[config.mk]
export PLATFORM = sky130hd
export DESIGN_NAME = bz_music_player
export DESIGN_NICKNAME = d
export VERILOG_FILES = /design/src/rtl/bz_pkg.sv /design/src/rtl/bz_tone_gen.sv /design/src/rtl/bz_music_player.sv
export SDC_FILE = /design/constraint.sdc
export NUM_CORES = 1
export LEC_CHECK = 0
export CAP_MARGIN = 20
export CORE_MARGIN = 8
export CORE_UTILIZATION = 41
export DETAILED_ROUTE_END_ITERATION = 10
export GPL_TIMING_DRIVEN = 0
export PLACE_DENSITY = 0.69
export SETUP_SLACK_MARGIN = 0.4
export SYNTH_ARGS = -nofsm -noshare
export SYNTH_HDL_FRONTEND = slang
export SYNTH_SLANG_ARGS = --single-unit
[constraint.sdc]
create_clock -name clk -period 3.2 [get_ports clk]
set_clock_uncertainty 0.1 [all_clocks]
set_input_delay 0.64 -clock clk [delete_from_list [all_inputs] [get_ports clk]]
set_output_delay 0.64 -clock clk [all_outputs]
set_load 0.05 [all_outputs]
[src/rtl/bz_pkg.sv]
// Shared definitions for the buzzer music player: note word layout,
// special field values and the sequencer state encoding.
package bz_pkg;

    // Note word layout: [11:8] duration in beats, [7:0] tone half-period units
    localparam int DUR_MSB  = 11;
    localparam int DUR_LSB  = 8;
    localparam int TONE_MSB = 7;
    localparam int TONE_LSB = 0;

    // A zero duration terminates the song; a zero tone is a rest
    localparam logic [3:0] END_MARKER = 4'd0;
    localparam logic [7:0] REST_TONE  = 8'd0;

    typedef enum logic [2:0] {
        S_IDLE  = 3'd0,
        S_FETCH = 3'd1,
        S_LOAD  = 3'd2,
        S_PLAY  = 3'd3,
        S_GAP   = 3'd4,
        S_END   = 3'd5
    } state_t;

endpackage

[src/rtl/bz_tone_gen.sv]
// Square-wave generator: high on the first enabled cycle, toggles every
// half_period cycles, held low while disabled or for a zero half-period.
module bz_tone_gen #(
    parameter int HP_W = 9
) (
    input  logic            clk,
    input  logic            rst,
    input  logic            en,
    input  logic [HP_W-1:0] half_period,
    output logic            wave
);

    logic [HP_W-1:0] cnt;
    logic            phase;

    // Count the current half-period; re-arm to a high phase whenever disabled
    always_ff @(posedge clk or posedge rst) begin
        if (rst) begin
            cnt   <= '0;
            phase <= 1'b1;
        end else if (!en) begin
            cnt   <= '0;
            phase <= 1'b1;
        end else if (cnt == half_period - HP_W'(1)) begin
            cnt   <= '0;
            phase <= ~phase;
        end else begin
            cnt   <= cnt + HP_W'(1);
        end
    end

    assign wave = en && (half_period != '0) && phase;

endmodule

[src/rtl/bz_music_player.sv]
// Buzzer music sequencer: walks the note ROM from address 0, plays each
// note as a square wave for its duration, separates notes with a silent
// gap and either stops or loops at the end-of-song marker.
module bz_music_player
    import bz_pkg::*;
#(
    parameter int ADDR_WIDTH  = 11,
    parameter int DATA_WIDTH  = 12,
    parameter int BEAT_CYCLES = 6250000,
    parameter int TONE_UNIT   = 1000,
    parameter int GAP_CYCLES  = 250000
) (
    input  logic                  clk,
    input  logic                  rst,
    input  logic                  start,
    input  logic                  stop,
    input  logic                  loop_en,
    output logic                  rom_en,
    output logic [ADDR_WIDTH-1:0] rom_addr,
    input  logic [DATA_WIDTH-1:0] rom_data,
    output logic                  buzz_o,
    output logic                  busy,
    output logic                  done
);

    localparam int BEAT_W = (BEAT_CYCLES > 1) ? $clog2(BEAT_CYCLES) : 1;
    localparam int HP_W   = 8 + $clog2(TONE_UNIT);
    localparam int GAP_W  = (GAP_CYCLES > 0) ? $clog2(GAP_CYCLES + 1) : 1;

    localparam logic [BEAT_W-1:0]     BEAT_LAST = BEAT_W'(BEAT_CYCLES - 1);
    localparam logic [GAP_W-1:0]      GAP_LAST  = GAP_W'((GAP_CYCLES > 0) ? GAP_CYCLES - 1 : 0);
    localparam logic [ADDR_WIDTH-1:0] ADDR_MAX  = '1;

    state_t                state, next_state;
    logic [ADDR_WIDTH-1:0] addr;
    logic [BEAT_W-1:0]     beat_cnt;
    logic [3:0]            beats_left;
    logic [GAP_W-1:0]      gap_cnt;
    logic [HP_W-1:0]       half_period;

    logic [3:0] dur_in;
    logic [7:0] tone_in;
    logic       play_last;
    logic       gap_last;
    logic       addr_at_max;

    assign dur_in      = rom_data[DUR_MSB:DUR_LSB];
    assign tone_in     = rom_data[TONE_MSB:TONE_LSB];
    assign play_last   = (beat_cnt == BEAT_LAST) && (beats_left == 4'd1);
    assign gap_last    = (gap_cnt == GAP_LAST);
    assign addr_at_max = (addr == ADDR_MAX);

    // State register
    always_ff @(posedge clk or posedge rst) begin
        if (rst) state <= S_IDLE;
        else     state <= next_state;
    end

    // Next-state decode and the done pulse; stop overrides everything
    always_comb begin
        next_state = state;
        done       = 1'b0;
        if (stop) begin
            next_state = S_IDLE;
        end else begin
            case (state)
                S_IDLE:  if (start) next_state = S_FETCH;
                S_FETCH: next_state = S_LOAD;
                S_LOAD:  next_state = (dur_in == END_MARKER) ? S_END : S_PLAY;
                S_PLAY: begin
                    if (play_last) begin
                        if (GAP_CYCLES > 0) next_state = S_GAP;
                        else                next_state = addr_at_max ? S_END : S_FETCH;
                    end
                end
                S_GAP:   if (gap_last) next_state = addr_at_max ? S_END : S_FETCH;
                S_END: begin
                    if (loop_en) begin
                        next_state = S_FETCH;
                    end else begin
                        next_state = S_IDLE;
                        done       = 1'b1;
                    end
                end
                default: next_state = S_IDLE;
            endcase
        end
    end

    // Address advances into each FETCH; restarts at 0 from IDLE/END or on stop
    always_ff @(posedge clk or posedge rst) begin
        if (rst) begin
            addr <= '0;
        end else if (stop) begin
            addr <= '0;
        end else if (next_state == S_FETCH) begin
            addr <= (state == S_PLAY || state == S_GAP) ? addr + ADDR_WIDTH'(1) : '0;
        end
    end

    // Note timing: beat/duration counters, tone period and gap counter
    always_ff @(posedge clk or posedge rst) begin
        if (rst) begin
            beat_cnt    <= '0;
            beats_left  <= '0;
            half_period <= '0;
            gap_cnt     <= '0;
        end else begin
            if (state == S_LOAD) begin
                beat_cnt    <= '0;
                beats_left  <= dur_in;
                half_period <= HP_W'(tone_in) * HP_W'(TONE_UNIT);
            end else if (state == S_PLAY) begin
                if (beat_cnt == BEAT_LAST) begin
                    beat_cnt   <= '0;
                    beats_left <= beats_left - 4'd1;
                end else begin
                    beat_cnt   <= beat_cnt + BEAT_W'(1);
                end
            end
            if (state == S_GAP) gap_cnt <= gap_cnt + GAP_W'(1);
            else                gap_cnt <= '0;
        end
    end

    bz_tone_gen #(.HP_W(HP_W)) u_tone (
        .clk         (clk),
        .rst         (rst),
        .en          (state == S_PLAY),
        .half_period (half_period),
        .wave        (buzz_o)
    );

    assign rom_en   = (state == S_FETCH);
    assign rom_addr = rom_en ? addr : '0;
    assign busy     = (state != S_IDLE);

endmodule

Yosys cells after proc, flatten, opt, wreduce, memory -nomap -nowiden
Index checks and enable logic that the tools add are counted.
- logic and storage cells: 66
- output and inout bits: 15
- flip-flop bits (word level): 93
- reduce and logical (&&, ||, !) cells: 12
- add/sub/neg operators: 6
- equality and inequality tests: 12
- $mul: 1
- muxes and demuxes: 26
- bitwise operators: 1
- operator list (cell ; number):
    2-to-1 mux 23 bit ; 3
    2-to-1 mux 18 bit ; 3
    2-to-1 mux 11 bit ; 4
    adder 18 x 1 -> 18 bit, second input constant ; 2
    adder 23 x 1 -> 23 bit, second input constant ; 1
    == test 23 bit, second input constant ; 1
    == test 18 bit ; 1
    == test 18 bit, second input constant ; 1
    2-to-1 mux 3 bit ; 6
    case mux 3 bit (6 select lines) ; 1
    nonzero test 18 bit ; 1
    subtractor 18 x 1 -> 18 bit, second input constant ; 1
    multiplier 8 x 7 -> 15 bit, second input constant ; 1
    2-to-1 mux 4 bit ; 3
    adder 11 x 1 -> 11 bit, second input constant ; 1
    == test 11 bit, second input constant ; 1
    == test 3 x 1 -> 1 bit, second input constant ; 2
    == test 3 x 2 -> 1 bit, second input constant ; 2
    == test 3 bit, second input constant ; 2
    2-to-1 mux 1 bit ; 6
    nonzero test 2 bit ; 3
    == test 4 x 1 -> 1 bit, second input constant ; 1
    logical NOT 4 bit ; 1
    subtractor 4 x 1 -> 4 bit, second input constant ; 1
    other kinds (7) ; 9

Depth between registers and ports, before layout
- depth in word-level cells: 8
- gate-level depth with buffers: 14
- depth with buffers taken out: 14

Hierarchy
From an unflattened synthesis, not the netlist that was laid out.
- cell total of the unflattened synthesis: 742
- area total of the unflattened synthesis: 6764.0 µm²
- modules (own cells, without submodules) (module ; cells each ; seq. area each (µm²) ; area an instance (µm²) ; times used):
    bz_music_player ; 562 ; 1851.8 ; 5157.4 ; 1
    bz_tone_gen ; 180 ; 476.7 ; 1606.5 ; 1

Worst setup path before layout
OpenSTA, ideal clock, no wires.
- path type: input port to flip-flop
- from: in rom_data[0]
- to: reg half_period[16]
- setup time: 129 ps
- path slack: -1156 ps
- data required time: 2971 ps
- arrival time: 4127 ps
- cell stages on the path: 13
- cells stage by stage: fa_1 -> xor2_1 -> ha_1 -> inv_1 -> fa_1 -> fa_1 -> inv_1 -> ha_1 -> a21o_1 -> a211o_1 -> a2111oi_0 -> nor3_1 -> nand3b_1
- longest elaborated chain between the ends: 1
- ends and longest elaborated chain (element ; RTL line ; text):
    from (decl) ; bz_music_player.sv:20 ; input logic [DATA_WIDTH-1:0] rom_data,
    multiplier 8 x 7 -> 15 bit ; bz_music_player.sv:112 ; half_period <= HP_W'(tone_in) * HP_W'(TONE_UNIT);
    to (signal assigned) ; bz_music_player.sv:112 ;
    to (decl) ; bz_music_player.sv:39 ; logic [HP_W-1:0] half_period;
No other way between the ends.
A chain may end at the register's enable or synchronous reset.

Worst setup path after layout
Same ends and word-level chain as after synthesis.

==> flow_metrics.env <==
export IMPL_run_status="finished with violations"
export IMPL_violations="negative setup slack"
export IMPL_synthMuxAreaShare_pct=0.6080
export IMPL_synth_xor_area_share_pct=8.511
export IMPL_holdBufCountCts=0
export IMPL_cts_num_sinks=93
export IMPL_ys_dominant_reg_cell="sky130_fd_sc_hd__dfrtp_1"
export IMPL_postRouteAntennaNets=0
export IMPL_number_of_antenna_violations_at_the_first_check_in_global_routing=0
export IMPL_yosys_area_top_type_share_pct=33.90
export IMPL_drt_total_wl_um=15290
export IMPL_slew_limit_headroom_pct=53.18
export IMPL_crit_path_cell_chain="buf_12 > fa_1 > xor2_1 > ha_1 > inv_1 > fa_1 > fa_1 > inv_2 > ha_4 > a21o_1 > a211o_1 > a2111oi_4 > nor3_1 > nand3b_1"
export IMPL_setup_ws_ns=-0.7994
export IMPL_cellPowerDensity_nw_per_um2=609.0
export IMPL_count_of_final_hold_check_violations=0
export IMPL_final_max_slew_violation_count=0
export IMPL_synth_sequential_area_ratio_pct=34.29
export IMPL_synth_cell_type_count=65
export IMPL_root_buffer="sky130_fd_sc_hd__clkbuf_16"
export IMPL_met3RoutedLength_um=409
export IMPL_grt_pass1_vias=5278
export IMPL_layout_drive_gt1_share_pct=13.93
export IMPL_cts_max_path_buffers=2
export IMPL_clock_tree_htree_level_count=3
export IMPL_setup_worst_path_class="input pin to flip-flop"
export IMPL_std_cell_rows=47
export IMPL_core_region_area_sq_um=16410
export IMPL_avgViaCountPerCell=5.436
export IMPL_fin_crit_sh_pct=125.0
export IMPL_syn2layout_area_growth_pct=17.87
export IMPL_gp_congestion=0.8346
export IMPL_drc=0
export IMPL_grt_setup_unrepaired="true"
export IMPL_wire_per_inst_um=15.03
export IMPL_post_synth_top_area_cell="sky130_fd_sc_hd__dfrtp_1"
export IMPL_clock_fmax_mhz=250.0
export IMPL_synth_nets=823
export IMPL_cts_buffers=9
export IMPL_critPathArrivalTime_ns=4.13
export IMPL_postSynth_asyncResetShare_pct=100.0
export IMPL_critical_path_top_delay_family="adder cells"
export IMPL_clk_insertion_delay_late_ns=0.35
export IMPL_final_net_count=876
export IMPL_drt_first_pass_iters=5
export IMPL_vias=5528
export IMPL_synth_fa_ha_area_share_pct=14.66
export IMPL_routedLengthMet1_um=7205
export IMPL_critPathLaunchType="input pin"
export IMPL_grt_overall_usage_pct=15.08
export IMPL_netlist_top_cells_count="sky130_fd_sc_hd__dfrtp_1, sky130_fd_sc_hd__nor2_1, sky130_fd_sc_hd__nand2_1"
export IMPL_tightestPinTransition_ns=0.7023
export IMPL_min_period_ns=3.999
export IMPL_wl_met2_um=7487
export IMPL_worst_path_stages=14
export IMPL_netlist_top_cells_area="sky130_fd_sc_hd__dfrtp_1, sky130_fd_sc_hd__ha_1, sky130_fd_sc_hd__fa_1, sky130_fd_sc_hd__xnor2_1, sky130_fd_sc_hd__nand3_1"
export IMPL_synth_top_family_by_area="simple AND/OR/NAND/NOR gates"
export IMPL_max_stage_delay_ns=0.58
export IMPL_clk_pin_slew_worst_paths_ns=0.07
export IMPL_crit_path_end_kind="flip-flop"
export IMPL_dr_max_layer_used="met4"
export IMPL_synth_area_sq_um=6792
export IMPL_grt_overflow_total=0
export IMPL_worst_ep_required_time_ns=3.33
export IMPL_power_leakage_nw=3.412
export IMPL_floorplan_initialDensity_pct=41.39
export IMPL_dieArea_sq_um=20940
export IMPL_yosys_warnings=0
export IMPL_slowest_stage_cell_crit_path="sky130_fd_sc_hd__fa_1"
export IMPL_synthesized_area_fraction_occupied_by_ao_oa_aoi_and_oai_cells_pct=11.96
export IMPL_worstHoldPathType="flip-flop to flip-flop"
export IMPL_dpl_hpwl_um=11050
export IMPL_port_buffer_count=30
export IMPL_cts_tree="done"
export IMPL_ir_drop_mv=0.2814
export IMPL_setup_viol_count_final=9
export IMPL_synth_simple_gate_area_share_pct=25.31
export IMPL_cp_buffers_inverters=3
export IMPL_die_height_um=144.7
export IMPL_grt_start_max_net_pins=41
export IMPL_cp_common_cell="sky130_fd_sc_hd__fa_1"
export IMPL_number_of_violations_reported_at_the_end_of_detailed_routing_iteration_0=352
export IMPL_global_route_wire_length_before_repair_um=25590
export IMPL_worstRegToRegCells=10
export IMPL_design_power_total_w=0.004875
export IMPL_synth_enable_flop_cells=0
export IMPL_hold_depth=1
export IMPL_utilization_pct=48.79
export IMPL_syn_mean_instance_area_sq_um=9.190
export IMPL_postSynthCellCount=739
export IMPL_ant_diodes=0
export IMPL_synth_seq_cells=93
export IMPL_io_pin_count=32
export IMPL_synth_most_common_cell="sky130_fd_sc_hd__dfrtp_1"
export IMPL_worst_path_max_fanout=3
export IMPL_die_x_um=144.7
export IMPL_maxCapViolCount=0
==> power by group <==
group          switching, W  internal (W)  leakage (nW)
Combinational       0.00116       0.00103          2.01
Sequential         0.000188       0.00132          1.25
Clock              0.000472      0.000705         0.158
==> cells by family (layout without fill, tap and decap cells) <==
kind of cell,Yosys count,in the layout
AOI/OAI and AO/OA,123,123
xor gates and xnor gates,66,66
adders and majority gates,67,67
buffers and inverters,75,133
DFF,93,93
muxes,4,4
and+or+nand+nor,311,311
==> path summary, 6_finish.rpt <==
| kind | from | endpoint | slack [ns] |
|---|---|---|---|
| max in group asynchronous | rst | beat_cnt[16] | 1.76 |
| worst min-delay path | gap_cnt[0] | gap_cnt[0] | 0.36 |
| worst min register to register | gap_cnt[0] | gap_cnt[0] | 0.36 |
| worst max register to register | half_period[3] | u_tone.cnt[16] | 0.53 |
| min in group asynchronous | rst | gap_cnt[11] | 0.63 |
| worst max-delay path | rom_data[0] | half_period[16] | -0.80 |
==> final cells by class <==
type	instances	area [sq um]
clock inverters	6	86.33
flip-flops and latches	93	2330
clock buffers	10	239.0
well taps	220	275.3
fillers	1516	8402
inverters	46	176.4
repair buffers	42	382.9
multi-input cells	571	4363
plain buffers	29	152.6
==> state kept, by name (all words and copies together) (netlist names) <==
register / flops
beat_cnt: 23
gap_cnt: 18
u_tone.cnt: 18
half_period: 15
addr: 11
beats_left: 4
state: 3
u_tone.phase: 1
==> routing by layer <==
metal / vias to the layer above / track usage [%]
met5: - / 0
met4: 0 / 3.669
met3: 16 / 2.559
met2: 81 / 25.17
met1: 2707 / 19.95
li1: 2724 / -
==> cells in the final DEF, fill, tap and decap left out, types with 5 or more instances in the layout <==
| cell | instances |
|---|---|
| sky130_fd_sc_hd__o21ai_0 | 32 |
| sky130_fd_sc_hd__clkbuf_1 | 18 |
| sky130_fd_sc_hd__clkbuf_16 | 9 |
| sky130_fd_sc_hd__ha_4 | 9 |
| sky130_fd_sc_hd__buf_4 | 10 |
| sky130_fd_sc_hd__clkdlybuf4s50_1 | 7 |
| sky130_fd_sc_hd__nand4_1 | 12 |
| sky130_fd_sc_hd__o211ai_1 | 5 |
| sky130_fd_sc_hd__or3_1 | 7 |
| sky130_fd_sc_hd__and3_1 | 18 |
| sky130_fd_sc_hd__nor3b_1 | 7 |
| sky130_fd_sc_hd__buf_2 | 12 |
| sky130_fd_sc_hd__a21o_1 | 6 |
| sky130_fd_sc_hd__or2_2 | 6 |
| sky130_fd_sc_hd__nand4b_1 | 5 |
| sky130_fd_sc_hd__fa_1 | 20 |
| sky130_fd_sc_hd__nor3_1 | 24 |
| sky130_fd_sc_hd__o21ai_1 | 6 |
| sky130_fd_sc_hd__buf_12 | 5 |
| sky130_fd_sc_hd__nor3_2 | 11 |
| sky130_fd_sc_hd__nor2b_1 | 7 |
| sky130_fd_sc_hd__buf_6 | 7 |
| sky130_fd_sc_hd__and2_1 | 17 |
| sky130_fd_sc_hd__nor2_1 | 56 |
| sky130_fd_sc_hd__nand2b_1 | 10 |
| sky130_fd_sc_hd__or4_1 | 6 |
| sky130_fd_sc_hd__a21oi_1 | 11 |
| sky130_fd_sc_hd__a21oi_2 | 6 |
| sky130_fd_sc_hd__nand2_1 | 55 |
| sky130_fd_sc_hd__dfrtp_1 | 91 |
| sky130_fd_sc_hd__o31ai_1 | 17 |
| sky130_fd_sc_hd__inv_1 | 43 |
| sky130_fd_sc_hd__xor2_1 | 24 |
| sky130_fd_sc_hd__xnor2_1 | 41 |
| sky130_fd_sc_hd__ha_1 | 37 |
| sky130_fd_sc_hd__a31oi_1 | 6 |
| sky130_fd_sc_hd__nand3_1 | 42 |
==> timing repair <==
item                                    CTS  global route
pin swaps                                18             8
resized for setup                       108            44
hold endpoints to repair                  0             0
setup buffers                             6             4
endpoints found under the setup margin   28            42
==> per-stage QoR <==
| step | hold WS [ns] | area, sq um | setup slack (ns) | setup TNS, ns | instances |
|---|---|---|---|---|---|
| after detailed placement | 0.3553 | 7503 | -1.871 | -14.75 | 991 |
| after CTS | 0.3641 | 7983 | -0.8094 | -4.750 | 1013 |
| after global placement | 0.3463 | 7463 | -1.830 | -13.97 | 989 |
| final | 0.3603 | 8005 | -0.7994 | -4.953 | 1017 |
| after global routing | 0.3795 | 8005 | -0.9112 | -5.910 | 1017 |
| after floorplan | 0.3251 | 6888 | -0.9096 | -5.278 | 739 |
(Power assumes the default switching activity.)
